--- config.mk ---
export PLATFORM = sky130hd
export DESIGN_NAME = lut_addr_gen
export DESIGN_NICKNAME = d
export VERILOG_FILES = /design/src/rtl/lut_addr_pkg.sv /design/src/rtl/lut_addr_decode.sv /design/src/rtl/lut_addr_gen.sv
export SDC_FILE = /design/constraint.sdc
export NUM_CORES = 1
export LEC_CHECK = 0
export BUFFER_PORTS_ARGS = -buffer_cell sky130_fd_sc_hd__buf_2
export CAP_MARGIN = 20
export CORE_MARGIN = 2
export CORE_UTILIZATION = 45
export DETAILED_ROUTE_END_ITERATION = 16
export HOLD_SLACK_MARGIN = 0.03
export PLACE_DENSITY = 0.73
export RECOVER_POWER = 50
export SYNTH_ARGS = -nofsm -noshare
export SYNTH_HDL_FRONTEND = slang
export SYNTH_HIERARCHICAL = 1
export SYNTH_SLANG_ARGS = --single-unit
--- constraint.sdc ---
create_clock -name clock -period 3.27 [get_ports clock]
set_clock_uncertainty 0.15 [all_clocks]
set_input_delay 0.1635 -clock clock [delete_from_list [all_inputs] [get_ports clock]]
set_output_delay 0.1635 -clock clock [all_outputs]
set_load 0.1 [all_outputs]
--- src/rtl/lut_addr_pkg.sv ---
// Shared constants for the LUT address generator: IEEE-754 single field
// positions, exponent bias, default segment/bin geometry and the decode classes.
package lut_addr_pkg;

  localparam int SEGMENT_NUM_DEF = 14;
  localparam int BIN_WIDTH_DEF   = 8;
  localparam int ADDR_WIDTH_DEF  = 12;
  localparam int EXP_MIN_DEF     = -4;

  localparam int SIGN_BIT = 31;
  localparam int EXP_MSB  = 30;
  localparam int EXP_LSB  = 23;
  localparam int MANT_MSB = 22;
  localparam int EXP_BIAS = 127;

  localparam logic [7:0]  EXP_SPECIAL  = 8'hFF;
  localparam logic [15:0] DROP_CNT_MAX = 16'hFFFF;

  typedef enum logic [1:0] {
    CLS_IN_RANGE  = 2'd0,
    CLS_UNDERFLOW = 2'd1,
    CLS_DROP      = 2'd2
  } lut_cls_t;

endpackage

--- src/rtl/lut_addr_decode.sv ---
// Combinational float decode: splits r2 into segment/bin and classifies it as
// in range, underflow (clamped to address 0) or drop.
import lut_addr_pkg::*;

module lut_addr_decode #(
  parameter int SEGMENT_NUM = SEGMENT_NUM_DEF,
  parameter int BIN_WIDTH   = BIN_WIDTH_DEF,
  parameter int ADDR_WIDTH  = ADDR_WIDTH_DEF,
  parameter int EXP_MIN     = EXP_MIN_DEF
) (
  input  logic [31:0]           r2,
  output lut_cls_t              cls,
  output logic [ADDR_WIDTH-1:0] addr
);

  localparam logic signed [9:0] SEG_BASE  = 10'(EXP_BIAS + EXP_MIN);
  localparam logic signed [9:0] SEG_LIMIT = 10'(SEGMENT_NUM);

  logic [7:0]           exp_f;
  logic [BIN_WIDTH-1:0] bin;
  logic signed [9:0]    seg;
  logic                 unused_mant;

  assign exp_f       = r2[EXP_MSB:EXP_LSB];
  assign bin         = r2[MANT_MSB -: BIN_WIDTH];
  assign unused_mant = ^r2[MANT_MSB-BIN_WIDTH:0];

  // Exponent range 0..255 minus the base always fits in 10 signed bits.
  assign seg = $signed({2'b00, exp_f}) - SEG_BASE;

  always_comb begin
    cls  = CLS_IN_RANGE;
    addr = '0;
    if (r2[SIGN_BIT] || (exp_f == EXP_SPECIAL)) begin
      cls = CLS_DROP;
    end else if (seg[9]) begin
      cls = CLS_UNDERFLOW;
    end else if (seg >= SEG_LIMIT) begin
      cls = CLS_DROP;
    end else begin
      addr = (ADDR_WIDTH'(seg) << BIN_WIDTH) | ADDR_WIDTH'(bin);
    end
  end

endmodule

--- src/rtl/lut_addr_gen.sv ---
// Piecewise-LUT address generator for a squared-distance float, aligned with a
// 1-cycle coefficient memory. Define LUT_ADDR_DROP_CNT_EN to build the drop counter.
import lut_addr_pkg::*;

module lut_addr_gen #(
  parameter int SEGMENT_NUM = SEGMENT_NUM_DEF,
  parameter int BIN_WIDTH   = BIN_WIDTH_DEF,
  parameter int ADDR_WIDTH  = ADDR_WIDTH_DEF,
  parameter int EXP_MIN     = EXP_MIN_DEF
) (
  input  logic                  clock,
  input  logic                  rst_n,
  input  logic [31:0]           r2,
  input  logic                  r2_valid,
  output logic [ADDR_WIDTH-1:0] lut_address,
  output logic                  lut_rden,
  output logic                  lut_wren,
  output logic [31:0]           r2_out,
  output logic                  out_valid,
  output logic                  out_underflow,
  output logic [15:0]           drop_cnt
);

  logic                  vld_p0;
  logic [31:0]           r2_p0;
  lut_cls_t              cls_p0;
  logic [ADDR_WIDTH-1:0] addr_p0;
  logic                  keep_p0;
  logic                  drop_p0;

  logic                  vld_p1;
  logic [31:0]           r2_p1;
  logic                  under_p1;
  logic [ADDR_WIDTH-1:0] addr_p1;

  logic                  vld_p2;
  logic [31:0]           r2_p2;
  logic                  under_p2;

  // Stage 0: capture the incoming sample.
  always_ff @(posedge clock or negedge rst_n) begin
    if (!rst_n) begin
      vld_p0 <= 1'b0;
      r2_p0  <= '0;
    end else begin
      vld_p0 <= r2_valid;
      if (r2_valid) r2_p0 <= r2;
    end
  end

  lut_addr_decode #(
    .SEGMENT_NUM (SEGMENT_NUM),
    .BIN_WIDTH   (BIN_WIDTH),
    .ADDR_WIDTH  (ADDR_WIDTH),
    .EXP_MIN     (EXP_MIN)
  ) u_decode (
    .r2   (r2_p0),
    .cls  (cls_p0),
    .addr (addr_p0)
  );

  assign keep_p0 = vld_p0 && (cls_p0 != CLS_DROP);
  assign drop_p0 = vld_p0 && (cls_p0 == CLS_DROP);

  // Stage 1: memory request; the address is only updated by accepted samples.
  always_ff @(posedge clock or negedge rst_n) begin
    if (!rst_n) begin
      vld_p1   <= 1'b0;
      r2_p1    <= '0;
      under_p1 <= 1'b0;
      addr_p1  <= '0;
    end else begin
      vld_p1   <= keep_p0;
      under_p1 <= keep_p0 && (cls_p0 == CLS_UNDERFLOW);
      if (keep_p0) begin
        r2_p1   <= r2_p0;
        addr_p1 <= addr_p0;
      end
    end
  end

  // Stage 2: output aligned with the memory's registered q.
  always_ff @(posedge clock or negedge rst_n) begin
    if (!rst_n) begin
      vld_p2   <= 1'b0;
      r2_p2    <= '0;
      under_p2 <= 1'b0;
    end else begin
      vld_p2   <= vld_p1;
      under_p2 <= under_p1;
      if (vld_p1) r2_p2 <= r2_p1;
    end
  end

`ifdef LUT_ADDR_DROP_CNT_EN
  logic [15:0] drop_cnt_q;

  always_ff @(posedge clock or negedge rst_n) begin
    if (!rst_n) begin
      drop_cnt_q <= '0;
    end else if (drop_p0 && (drop_cnt_q != DROP_CNT_MAX)) begin
      drop_cnt_q <= drop_cnt_q + 16'd1;
    end
  end

  assign drop_cnt = drop_cnt_q;
`else
  logic unused_drop;
  assign unused_drop = drop_p0;
  assign drop_cnt    = '0;
`endif

  assign lut_address   = addr_p1;
  assign lut_rden      = vld_p1;
  assign lut_wren      = 1'b0;
  assign r2_out        = r2_p2;
  assign out_valid     = vld_p2;
  assign out_underflow = under_p2;

endmodule

**Word level (Yosys, flattened, before mapping)**

Cells that the tools add are included.

- Register bits: 113
- Output and inout port bits: 64
- RAM bits: 0
- Latch bits: 0
- Word-level logic and storage cells: 24
- Memories kept: 0
- Input port bits: 35
- Bits in read-only memories: 0

- Div/mod/pow operators: 0
- $lt $le $gt $ge: 1
- Add/sub/neg operators: 1
- Shifts and indexed selects: 0
- Bitwise gates (word level): 1
- Multiply operators: 0
- Muxes and demuxes: 6
- Reductions and logical operators: 3
- Equality and inequality tests: 3

Operators by type and width:

| cell | number |
|---|---|
| $mux W12 | 3 |
| $or A12 B8 Y12 | 1 |
| $ge A10 B5 Y1 const B | 1 |
| $sub A8 B7 Y9 const B | 1 |
| $eq A8 B8 Y1 const B | 1 |
| $mux W2 | 3 |
| $eq A2 B1 Y1 const B | 1 |
| $logic_and A1 B1 Y1 | 2 |
| $ne A2 B2 Y1 const B | 1 |
| $logic_or A1 B1 Y1 | 1 |

**Longest topological paths before layout**

Gate-level depths: netlist (run 1).

- Depth in word-level cells: 8
- Mapped depth: 10
- Gate-level depth less buffers: 9

**By module**

Netlist (run 1), hierarchy kept.

By module, submodules not included:

| module | sequential area each (µm²) | instances | area each (µm²) | cells an instance |
|---|---|---|---|---|
| lut_addr_gen | 2827.7 | 1 | 4280.4 | 255 |
| lut_addr_decode | 0.0 | 1 | 369.1 | 41 |

**Worst setup path before layout (run 1)**

OpenSTA, ideal clock, no wires.

- Path kind: flip-flop to flip-flop
- Start point: register r2_p0[23]
- End point: register r2_p1[10]
- Buffers on the path: 1
- Data arrival time: 2.293 ns
- Library setup time: 0.125 ns
- Cell stages (with the launch flop): 10
- Path slack: 0.703 ns
- Data required time: 2.995 ns
- Clock period less this slack: 2.567 ns
- Path through: dfrtp_1 -> ha_1 -> o21ai_2 -> mux2i_1 -> a41oi_2 -> o21ba_2 -> inv_1 -> o21ai_4 -> buf_4 -> mux2_2

- Word-level cells in the longest chain between the ends: 7
- Elaborated cells on any way between the ends: 9
- Those cells by class: 1 x add/sub; 1 x order compare; 2 x eq/ne; 3 x mux; 2 x reduce/logical

RTL lines:

| what | RTL line | source |
|---|---|---|
| from (decl) | lut_addr_gen.sv:25 | `logic [31:0] r2_p0;` |
| from (signal assigned) | lut_addr_gen.sv:47 | `if (r2_valid) r2_p0 <= r2;` |
| $sub A8 B7 Y9 | lut_addr_decode.sv:29 | `assign seg = $signed({2'b00, exp_f}) - SEG_BASE;` |
| $ge A10 B5 Y1 | lut_addr_decode.sv:38 | `end else if (seg >= SEG_LIMIT) begin` |
| $mux W2 | lut_addr_decode.sv:38 |  |
| $mux W2 | lut_addr_decode.sv:36 | `end else if (seg[9]) begin` |
| $mux W2 * | lut_addr_decode.sv:34 | `if (r2[SIGN_BIT] \|\| (exp_f == EXP_SPECIAL)) begin` |
| net cls_p0[1] | lut_addr_gen.sv:26 | `lut_cls_t cls_p0;` |
| $ne A2 B2 Y1 * | lut_addr_gen.sv:62 | `assign keep_p0 = vld_p0 && (cls_p0 != CLS_DROP);` |
| $logic_and A1 B1 Y1 * | lut_addr_gen.sv:62 |  |
| to (signal assigned) | lut_addr_gen.sv:76 | `r2_p1 <= r2_p0;` |
| to (decl) | lut_addr_gen.sv:32 | `logic [31:0] r2_p1;` |

Mark *: on every way through the listed nets, which the timed path passes. The rest lies on a longest branch.
A chain may end at the register's enable or synchronous reset.

**Final worst setup path (run 1)**

- Start point: register vld_p1 (netlist: lut_rden)
- End point: output port lut_rden

RTL lines:

| what | RTL line | source |
|---|---|---|
| from (decl) | lut_addr_gen.sv:31 | `logic vld_p1;` |
| from (signal assigned) | lut_addr_gen.sv:73 | `vld_p1 <= keep_p0;` |
| to (decl) | lut_addr_gen.sv:16 | `output logic lut_rden,` |

No word-level cell between the ends.

==> reports/summary.txt, run 1 <==
Critical path arrival = 2.47 ns
Unrepaired setup endpoints after global routing = false
Met3 Use GR = 0.05690
CTS buffer count = 17
First-pass iteration count of the detailed router = 4
Slowest cell on crit path = dfrtp_1
Hold EP = out_underflow
Buf+Inv Stages, Crit Path = 1
Pin count of the biggest net entering global routing = 56
Most common cell in the synthesized netlist = dfrtp_1
Nature of the critical path endpoint = primary output
Die extent in y = 105.6 um
Complex-gate fraction of the synthesized area = 0.02637
Post-Route WL = 8549 um
Nets = 457
Via/cell ratio = 4.844
Post-route minimum period = 2.788 ns
Worst slew pin tran = 2.078 ns
Die X = 105.6 um
GRT met1 Usage = 0.2070
WP data required = 2.96 ns
Antenna violations before repair = 0
Root buffer cell = clkbuf_8
Leakage power = 2.780 nW
Max clock buf depth = 2
R2r startpoint = r2_p0[23]
Final Max Tran Viols = 69
Top cells by count, synth = 113 x dfrtp_1, 101 x mux2_2, 19 x buf_4
Yosys top cell by area = dfrtp_1
Gr ovfl total = 0
GRT Resource Usage Total = 0.1689
Antenna Nets Post-Route = 0
Worst hold start = under_p1
Top FF cell, synth = dfrtp_1
Max cap viols = 2
CP Max Fanout = 34
Worst Hold Depth = 0
Unique masters post-synth = 36
Mapped Area = 0.004649 mm2
CTS clk-pin slew, worst paths = 0.05 ns
WL/cell = 15.02 um
Reg2reg path depth = 9
H-tree levels = 4
Max Clk Rate = 0.3587 GHz
Number of synthesized flops with an enable pin = 0
Sequential cell area = 0.002828 mm2
Layer with the highest usage = met2
Final core utilization = 0.5921
Family with the most delay on the worst path = flip-flops
I/O Buffers = 81
Yosys reg bits = 113
Reg2Reg Setup Slack = 0.51 ns
Fin crit share = 0.8526
Worst setup margin = 0.4820 ns
First-pass GRT wire length = 14270 um
Clk sink count = 113
Ranking of synthesized cells by area = dfrtp_1 61%, mux2_2 24%, buf_4 3.1%, nor3b_2 2.2%, mux2_1 1.7%
DP HPWL = 5348 um
Async set or reset register ratio after synthesis = 1.000
HP Class = flop to flop
Row cnt = 37
Placement Setup Slack = 0.5337 ns
Worst Hold Margin = 0.2021 ns
Initial Utilization = 0.4565
Antenna diodes = 0
Fillers = 818
Failing checks = max-capacitance violations, max-slew violations
Seq/Total Area, Yosys = 0.6082
Area of the multi-input gates = 0.001642 mm2
IO Pins = 99
Kind of critical path = flop to primary output
Post-CTS Setup Bufs = 0
Slew headroom = -0.3855
Fin Setup TNS = 0 ns
Synth Instances = 296
Vias = 2756
Xor/xnor share of the synthesized area = 0.001884
Placed Area = 0.005109 mm2
Post-synthesis adder-cell area fraction = 0.005382
Final setup viols = 0
Largest family of logic cells by synthesized area = multiplexers
Post-Synth Simple-Gate Area = 0.04198
R2R Path End = r2_p1[0]
Mux cell area share after synthesis = 0.2637
Finished Cell Area = 0.006031 mm2
Critical path cell sequence = buf_2
Met2 usage = 0.2765
Critical path launch point type = flop
PD cells = 1046 mW/mm2
Detailed Route Iter0 Violations = 75
Vias in the first global route = 2884
Area growth, synth to finish = 29.71%
Worst-Skew Late Latency = 0.51 ns
Hold Vio Cnt, Final = 0
Core ar. = 0.01018 mm2
DIE AREA = 0.01116 mm2
CTS tree = done
Slowest cell delay on critical path = 1.35 ns
GP Congestion = 0.7614
# DRC = 0
Peak VDD IR = 0.5390 mV
Ys Warns = 6
Syn avg cell area = 15.71 um2
Post-synth top area share = 0.6082
Status = finished with violations
Layout cells sized above 1 = 0.5381
stage by stage:
step                power (mW)  instances
floorplan                4.094        312
detailed placement       4.481        504
global placement         4.437        504
finish                   6.307        569
global route             6.551        569
CTS                      6.367        569
area by class of cell:
| class | count | share of cell area |
|---|---|---|
| Clock buffer | 20 | 0.07386 |
| Clock inverter | 12 | 0.02593 |
| Inverter | 4 | 0.002490 |
| Multi-Input combinational cell | 164 | 0.2722 |
| Sequential cell | 113 | 0.4689 |
| Tap cell | 136 | 0.02822 |
| Timing Repair Buffer | 120 | 0.1284 |
worst max path at each step:
stage | start | cells after the start | endpoint
5_1_grt | lut_rden | 1 | lut_rden
3_5_place_dp | r2_p0[23] | 9 | lut_address[2]
6_report | lut_rden | 1 | lut_rden
4_1_cts | r2_p0[23] | 9 | lut_address[2]
2_1_floorplan | r2_p0[23] | 9 | r2_p1[10]
3_3_place_gp | r2_p0[23] | 9 | r2_p1[15]
registers in the layout, summed over array words and instances, names as in the netlist:
name / cells
r2_p1: 32
lut_rden: 1
under_p1: 1
lut_address: 12
vld_p0: 1
r2_p0: 32
r2_out: 32
out_underflow: 1
out_valid: 1
placed cells by master (no fill, tap or decap), types with 2 or more instances in the layout:
master / count
nor3_2: 2
mux2_2: 99
inv_6: 2
conb_1: 17
clkbuf_1: 2
buf_4: 4
nand2b_1: 2
buf_2: 79
dlygate4sd3_1: 33
inv_1: 4
nor3b_2: 8
ha_1: 2
nand2_1: 2
clkbuf_2: 3
dfrtp_1: 113
clkbuf_8: 3
mux2_1: 9
a211oi_2: 2
clkinvlp_4: 4
clkinv_2: 2
bufinv_16: 3
clkbuf_16: 16
what timing repair did:
item                                   CTS  global route
gates resized for setup                  0             0
hold buffers                            33             0
endpoints found under the hold margin   85             0
power breakdown:
part / switching (mW) / internal (mW) / leakage (nW)
registers: 0.220 / 1.78 / 1.36
clock network: 0.628 / 1.20 / 0.284
logic: 1.95 / 0.522 / 1.13
routing by layer:
layer / wire (um) / up-vias
met5: 0 / -
met4: 94 / 0
met3: 376 / 7
met2: 4314 / 71
met1: 3764 / 1411
li1: - / 1267
cell families (layout without fill, tap and decap cells):
kind of cell | Yosys count | after routing
DFF | 113 | 113
muxes | 109 | 109
other | 1 | 17
AOI/OAI and AO/OA | 12 | 12
xor gates and xnor gates | 1 | 1
and+or+nand+nor | 23 | 23
buffers and inverters | 35 | 156
adders and majority gates | 2 | 2
Power figures use the tool's default switching activity.
==> inputs of run 2 (changes only) <==
--- a/config.mk
+++ b/config.mk
@@ -5,13 +5,14 @@
 export SDC_FILE = /design/constraint.sdc
 export NUM_CORES = 1
 export LEC_CHECK = 0
+export ABC_AREA = 1
 export BUFFER_PORTS_ARGS = -buffer_cell sky130_fd_sc_hd__buf_2
 export CAP_MARGIN = 20
 export CORE_MARGIN = 2
 export CORE_UTILIZATION = 45
 export DETAILED_ROUTE_END_ITERATION = 16
 export HOLD_SLACK_MARGIN = 0.03
-export PLACE_DENSITY = 0.73
+export PLACE_DENSITY = 0.72
 export RECOVER_POWER = 50
 export SYNTH_ARGS = -nofsm -noshare
 export SYNTH_HDL_FRONTEND = slang
==> run 2 against run 1 <==
The flow still finishes with violations (max-capacitance violations, max-slew violations). Synthesized area up 9.8%. Sequential power shrank 9.5%. Critical path depth is 10 higher. Clock power hardly changed. Core utilization fell by 1.2 points. Cell count grew 47%. Count of clock-buffer cells in the layout is 7 higher. Fmax decreased by 2.5%. Synthesized cell count increased by 97%. Combinational power decreased by 33%. Final area increased by 5.1%. Global-route usage increased by 2.9 points.
==> reports/summary.txt, run 2 <==
Yosys reg bits = 113 (unchanged)
Total power = 5.331 mW (-15%)
Worst setup margin = 0.4111 ns (-0.07093 ns)
Unrepaired setup endpoints after global routing = false
Ys Warns = 6 (unchanged)
Final setup viols = 0 (unchanged)
Most common cell in the synthesized netlist = nand2_1
Fin Setup TNS = 0 ns (unchanged)
Max Clk Rate = 0.3498 GHz (-2.5%)
Finished Cell Area = 0.006340 mm2 (+5.1%)
Slowest cell on crit path = nand2_2
# DRC = 0 (unchanged)
Seq/Total Area, Yosys = 0.5541 (-0.05412)
Vias = 4040 (+47%)
Critical path launch point type = flop
Leakage power = 3.357 nW (+21%)
Yosys top cell by area = dfrtp_1
Most common cell after layout, fill and taps aside = nand2_1
CTS buffer count = 17 (unchanged)
Antenna violations before repair = 0 (unchanged)
Failing checks = max-capacitance violations, max-slew violations
Async set or reset register ratio after synthesis = 1.000 (unchanged)
Peak VDD IR = 0.4670 mV (-13%)
Die X = 110.5 um (+4.6%)
Syn avg cell area = 8.769 um2 (-44%)
DIE AREA = 0.01221 mm2 (+9.4%)
Top cells by count, synth = 143 x nand2_1, 113 x dfrtp_1, 92 x nand3_1
Worst Hold Margin = 0.2114 ns (+0.009260 ns)
Initial Utilization = 0.4667 (+0.01019)
CP Max Fanout = 44 (+29%)
Post-Route WL = 11350 um (+33%)
Top FF cell, synth = dfrtp_1
Antenna diodes = 0 (unchanged)
Hold Vio Cnt, Final = 0 (unchanged)
Slew headroom = -0.5097 (-0.1242)
Fin cells = 835 (+47%)
Nets = 719 (+57%)
Fin crit share = 0.8743 (+0.02169)
Placed Area = 0.005411 mm2 (+5.9%)
Kind of critical path = flop to flop
Pin count of the biggest net entering global routing = 67 (+20%)
Worst-Skew Late Latency = 0.41 ns (-0.10 ns)
GRT met1 Usage = 0.2534 (+0.04645)
Commonest cells after routing, fill and taps aside = 143 x nand2_1, 113 x dfrtp_1, 92 x nand3_1
Clk sink count = 113 (unchanged)
Root buffer cell = clkbuf_16
Buf+Inv Stages, Crit Path = 1 (unchanged)
Number of synthesized flops with an enable pin = 0 (unchanged)
HP Class = flop to flop
Final core utilization = 0.5797 (-0.01239)
First-pass GRT wire length = 19330 um (+35%)
GP Congestion = 0.9124 (+20%)
First-pass iteration count of the detailed router = 5 (+1)
Core ar. = 0.01094 mm2 (+7.4%)
WL/cell = 13.59 um (-9.5%)
Layer with the highest usage = met2
CTS clk-pin slew, worst paths = 0.05 ns (about the same)
Nature of the critical path endpoint = flop
Family with the most delay on the worst path = simple AND/OR/NAND/NOR gates
Post-synth top area share = 0.5541 (-0.05412)
Antenna Nets Post-Route = 0 (unchanged)
Gr ovfl total = 0 (unchanged)
Die extent in y = 110.5 um (+4.6%)
Placement Setup Slack = 0.4763 ns (-0.05737 ns)
H-tree levels = 4 (unchanged)
# placed instances = 770 (+53%)
WP data required = 3.41 ns (+0.45 ns)
Vias in the first global route = 3965 (+37%)
Row cnt = 38 (+2.7%)
GRT Resource Usage Total = 0.1982 (+0.02929)
Area growth, synth to finish = 24.22%
Status = finished with violations
Max cap viols = 1 (-1)
Synth Instances = 582 (+97%)
Fillers = 948 (+16%)
I/O Buffers = 81 (unchanged)
DP HPWL = 7010 um (+31%)
Critical path cell sequence = ha_1 > inv_1 > nand2_2 > a21oi_1 > nand2_1 > nand3_2 > nor2_1 > nor2_1 > nand2_2 > nand3_1 > nand2_1
Ranking of synthesized cells by area = dfrtp_1 55%, nand2_1 11%, nand3_1 9.0%, o21ai_0 6.3%, inv_1 5.7%
Slowest cell delay on critical path = 0.52 ns (-0.83 ns)
Unique masters post-synth = 23 (-36%)
Layout cells sized above 1 = 0.1914 (-0.3467)
Final Max Tran Viols = 66 (-4.3%)
Detailed Route Iter0 Violations = 257 (+240%)
CTS tree = done
Max clock buf depth = 2 (unchanged)
Mapped Area = 0.005104 mm2 (+9.8%)
Via/cell ratio = 4.838 (-0.11%)
PD cells = 840.8 mW/mm2 (-20%)
Critical path arrival = 3.00 ns (+0.53 ns)
IO Pins = 99 (unchanged)
Met3 Use GR = 0.06751 (+0.01061)
Worst slew pin tran = 2.265 ns (+0.1863 ns)
Post-route minimum period = 2.859 ns (+0.07093 ns)
Met2 usage = 0.3129 (+0.03639)
run 2: cell types whose count changed in the layout (fill, tap and decap cells not counted), moves of 3 or more:
cell / previous run / this run
o21ai_0: 0 / 64
clkbuf_1: 2 / 7
inv_1: 4 / 77
nand2_1: 2 / 143
nand3_1: 1 / 92
inv_2: 0 / 3
nor3b_2: 8 / 0
clkinvlp_4: 4 / 0
nor2_1: 1 / 8
mux2_2: 99 / 0
nand2_2: 0 / 5
mux2_1: 9 / 0
nor3_2: 2 / 9
run 2: worst paths after layout:
path | start | endpoint | slack [ns] | cells past startpoint
max in group asynchronous | rst_n | r2_p0[20] | 1.68 | 3
setup / recovery | r2_p0[23] | r2_p1[7] | 0.41 | 11
setup reg to reg | r2_p0[23] | r2_p1[7] | 0.41 | 11
min in group asynchronous | rst_n | r2_p0[23] | 0.38 | 2
hold / removal | under_p1 | out_underflow | 0.21 | 0
hold reg to reg | under_p1 | out_underflow | 0.21 | 0
run 2: power breakdown:
group	total (mW)	switching, mW	internal (mW)
clock	1.86	0.586	1.27
sequential	1.81	0.164	1.65
combinational	1.66	1.39	0.265
run 2: kinds of logic (layout without fill, tap and decap cells):
family | after synthesis | count (layout) | share of synthesized area
other cells | 1 | 17 | 0.0007348
simple gates | 269 | 269 | 0.2449
flops | 113 | 113 | 0.5541
fa+ha+maj | 2 | 2 | 0.004902
compound gates | 65 | 65 | 0.06374
buf+inv | 132 | 229 | 0.1317
run 2: layout make-up:
class,instances,area (um2),area share
Sequential cell,113,2828,0.4460
Multi-Input combinational cell,353,1664,0.2625
Timing Repair Buffer,117,769.5,0.1214
Clock buffer,27,503.0,0.07934
Inverter,80,300.3,0.04737
Tap cell,140,175.2,0.02763
Clock inverter,5,100.1,0.01579
run 2: layer usage:
metal | up-vias | share of wire | wire length, um
met1 | 1880 | 0.45 | 5137
li1 | 2007 | - | -
met3 | 21 | 0.057 | 644
met5 | - | 0 | 0
met2 | 132 | 0.47 | 5331
met4 | 0 | 0.021 | 238
run 2: worst register-to-register path: cells and delay by family (launching register included):
kind	cells	cell delay (ns)
adder cells (fa/ha/maj)	1	0.27
flip-flops	1	0.43
AND/OR/NAND/NOR	8	1.64
buffers and inverters	1	0.09
AO/OA/AOI/OAI	1	0.17
run 2: timing repair:
action / CTS / global route
resized for setup: 0 / 0
hold buffers: 33 / 0
hold endpoints to repair: 79 / 0
setup buffers: 0 / 0
endpoints found under the setup margin: 0 / 0
==> inputs of run 3 (changes only) <==
--- a/config.mk
+++ b/config.mk
@@ -8,11 +8,13 @@
 export ABC_AREA = 1
 export BUFFER_PORTS_ARGS = -buffer_cell sky130_fd_sc_hd__buf_2
 export CAP_MARGIN = 20
+export CELL_PAD_IN_SITES_DETAIL_PLACEMENT = 2
+export CELL_PAD_IN_SITES_GLOBAL_PLACEMENT = 2
 export CORE_MARGIN = 2
-export CORE_UTILIZATION = 45
+export CORE_UTILIZATION = 33
 export DETAILED_ROUTE_END_ITERATION = 16
 export HOLD_SLACK_MARGIN = 0.03
-export PLACE_DENSITY = 0.72
+export PLACE_DENSITY = 0.85
 export RECOVER_POWER = 50
 export SYNTH_ARGS = -nofsm -noshare
 export SYNTH_HDL_FRONTEND = slang
==> run 3 against run 2 <==
The run still ends with max-capacitance violations, max-slew violations left. Clock power shrank 6%. Non-clock buffer count up 2. Critical path depth is the same. Sequential power up 2%. Critical path type unchanged. Critical endpoint is now r2_p1[25]. Largest cell class unchanged. Highest routed layer unchanged.
==> reports/summary.txt, run 3 (synthesized netlist as in run 2, its figures left out) <==
Status = finished with violations
Failing checks = max-capacitance violations, max-slew violations
Row cnt = 45 (+18%)
Fin crit share = 0.9194 (+0.04511)
Reg2reg path depth = 11 (unchanged)
Critical path arrival = 3.19 ns (+0.19 ns)
# placed instances = 820 (+6.5%)
Max cap viols = 1 (unchanged)
Unrepaired setup endpoints after global routing = false
Antenna violations before repair = 0 (unchanged)
WP data required = 3.46 ns (+0.05 ns)
DIE AREA = 0.01648 mm2 (+35%)
Fin Setup TNS = 0 ns (unchanged)
Kind of critical path = flop to flop
Initial Utilization = 0.3370 (-0.1297)
I/O Buffers = 81 (unchanged)
DP HPWL = 10090 um (+44%)
Worst setup margin = 0.2635 ns (-0.1475 ns)
HP Class = flop to flop
Core ar. = 0.01515 mm2 (+39%)
CP most frequent cell = nor2_1
Met2 usage = 0.3798 (+0.06697)
Vias = 4486 (+11%)
Nature of the critical path endpoint = flop
CTS tree = done
R2r startpoint = r2_p0[23]
Worst Hold Margin = 0.2158 ns (+0.004364 ns)
Slew headroom = -0.6479 (-0.1382)
GRT met1 Usage = 0.2986 (+0.04520)
Hold Vio Cnt, Final = 0 (unchanged)
Antenna Nets Post-Route = 0 (unchanged)
PD cells = 842.1 mW/mm2 (+0.16%)
Most common cell after layout, fill and taps aside = nand2_1
Die X = 128.4 um (+16%)
Slowest cell delay on critical path = 0.50 ns (-0.02 ns)
Area growth, synth to finish = 24.07%
Leakage power = 3.308 nW (-1.5%)
Critical path launch point type = flop
Clk sink count = 113 (unchanged)
Post-route minimum period = 3.006 ns (+0.1475 ns)
Layer with the highest usage = met2
Worst hold start = under_p1
Commonest cells after routing, fill and taps aside = 143 x nand2_1, 113 x dfrtp_1, 92 x nand3_1
Via/cell ratio = 5.080 (+5.0%)
H-tree levels = 4 (unchanged)
CTS buffer count = 17 (unchanged)
First-pass iteration count of the detailed router = 4 (-1)
Critical path cell sequence = ha_1 > nor2_1 > nor2_2 > nand3_2 > nand2_2 > nor2_1 > nor2_1 > inv_2 > nand2_4 > nand3_1 > nand2_1
Pin count of the biggest net entering global routing = 66 (-1.5%)
Root buffer cell = clkbuf_16
Post-CTS Setup Bufs = 0 (unchanged)
Max Clk Rate = 0.3326 GHz (-4.9%)
Max clock buf depth = 2 (unchanged)
Post-Route WL = 18460 um (+63%)
Gr ovfl total = 0 (unchanged)
Vias in the first global route = 5109 (+29%)
Fin cells = 883 (+5.7%)
Placement Setup Slack = 0.4103 ns (-0.06595 ns)
Worst-Skew Late Latency = 0.41 ns (about the same)
Die extent in y = 128.4 um (+16%)
Detailed Route Iter0 Violations = 224 (-13%)
GRT Resource Usage Total = 0.2354 (+0.03722)
Nets = 721 (+0.28%)
Final setup viols = 0 (unchanged)
GP Congestion = 0.8334 (-8.7%)
Met3 Use GR = 0.05156 (-0.01595)
First-pass GRT wire length = 29370 um (+52%)
IO Pins = 99 (unchanged)
Worst Hold Depth = 0 (unchanged)
# DRC = 0 (unchanged)
WL/cell = 20.91 um (+54%)
Slowest cell on crit path = dfrtp_1
Final Max Tran Viols = 66 (unchanged)
CTS clk-pin slew, worst paths = 0.05 ns (about the same)
Peak VDD IR = 0.3737 mV (-20%)
Worst slew pin tran = 2.472 ns (+0.2074 ns)
CP Max Fanout = 45 (+2.3%)
Layout cells sized above 1 = 0.1827 (-0.008633)
Critical path origin = r2_p0[23]
Antenna diodes = 0 (unchanged)
-- run 3: cell types whose count changed in the layout (fill, tap and decap cells not counted), sizes merged --
| cell | change |
|---|---|
| clkinv | +3 |
| bufinv | -2 |
| clkbuf | +6 |
| buf | -7 |
-- run 3: final cells by class --
class                   count  area [um2]
clock buffers              24       481.7
clock inverters             6       58.81
fillers                  1637        8813
inverters                  80       300.3
multi-input cells         353        1669
flip-flops and latches    113        2828
well taps                 188       235.2
repair buffers            119       759.5
-- run 3: final timing paths --
path	end	slack (ns)
max	r2_p1[25]	0.26
min	out_underflow	0.22
max reg2reg	r2_p1[25]	0.26
min reg2reg	out_underflow	0.22
max in group asynchronous	r2_p1[12]	1.14
min in group asynchronous	r2_p0[22]	0.43
-- run 3: worst max-delay path, delay by kind of cell, from the launching register on --
family | cells | cell delay [ns]
flops | 1 | 0.50
buf+inv | 1 | 0.08
simple gates | 9 | 1.89
fa+ha+maj | 1 | 0.29
-- run 3: power breakdown --
part,switching (mW),internal [mW]
registers,0.204,1.65
logic,1.47,0.261
clock network,0.653,1.09
-- run 3: timing repair --
action                                  4_1_cts  5_1_grt
endpoints found under the setup margin        0       19
resized for setup                             0        1
endpoints found under the hold margin        83        0
hold buffers                                 33        0
-- run 3: stage by stage --
| step | util | cell area [um2] | total power, mW |
|---|---|---|---|
| floorplan | - | 5164 | 3.204 |
| global placement | 0.3614 | 5474 | 3.452 |
| detailed placement | 0.3614 | 5474 | 3.528 |
| CTS | 0.4189 | 6345 | 5.286 |
| global route | 0.4181 | 6332 | 5.545 |
| finish | 0.4181 | 6332 | 5.333 |
-- run 3: routing by layer --
metal | part of all wire | vias up
li1 | - | 2001
met1 | 0.43 | 2299
met2 | 0.49 | 138
met3 | 0.041 | 48
met4 | 0.040 | 0
met5 | 0 | -
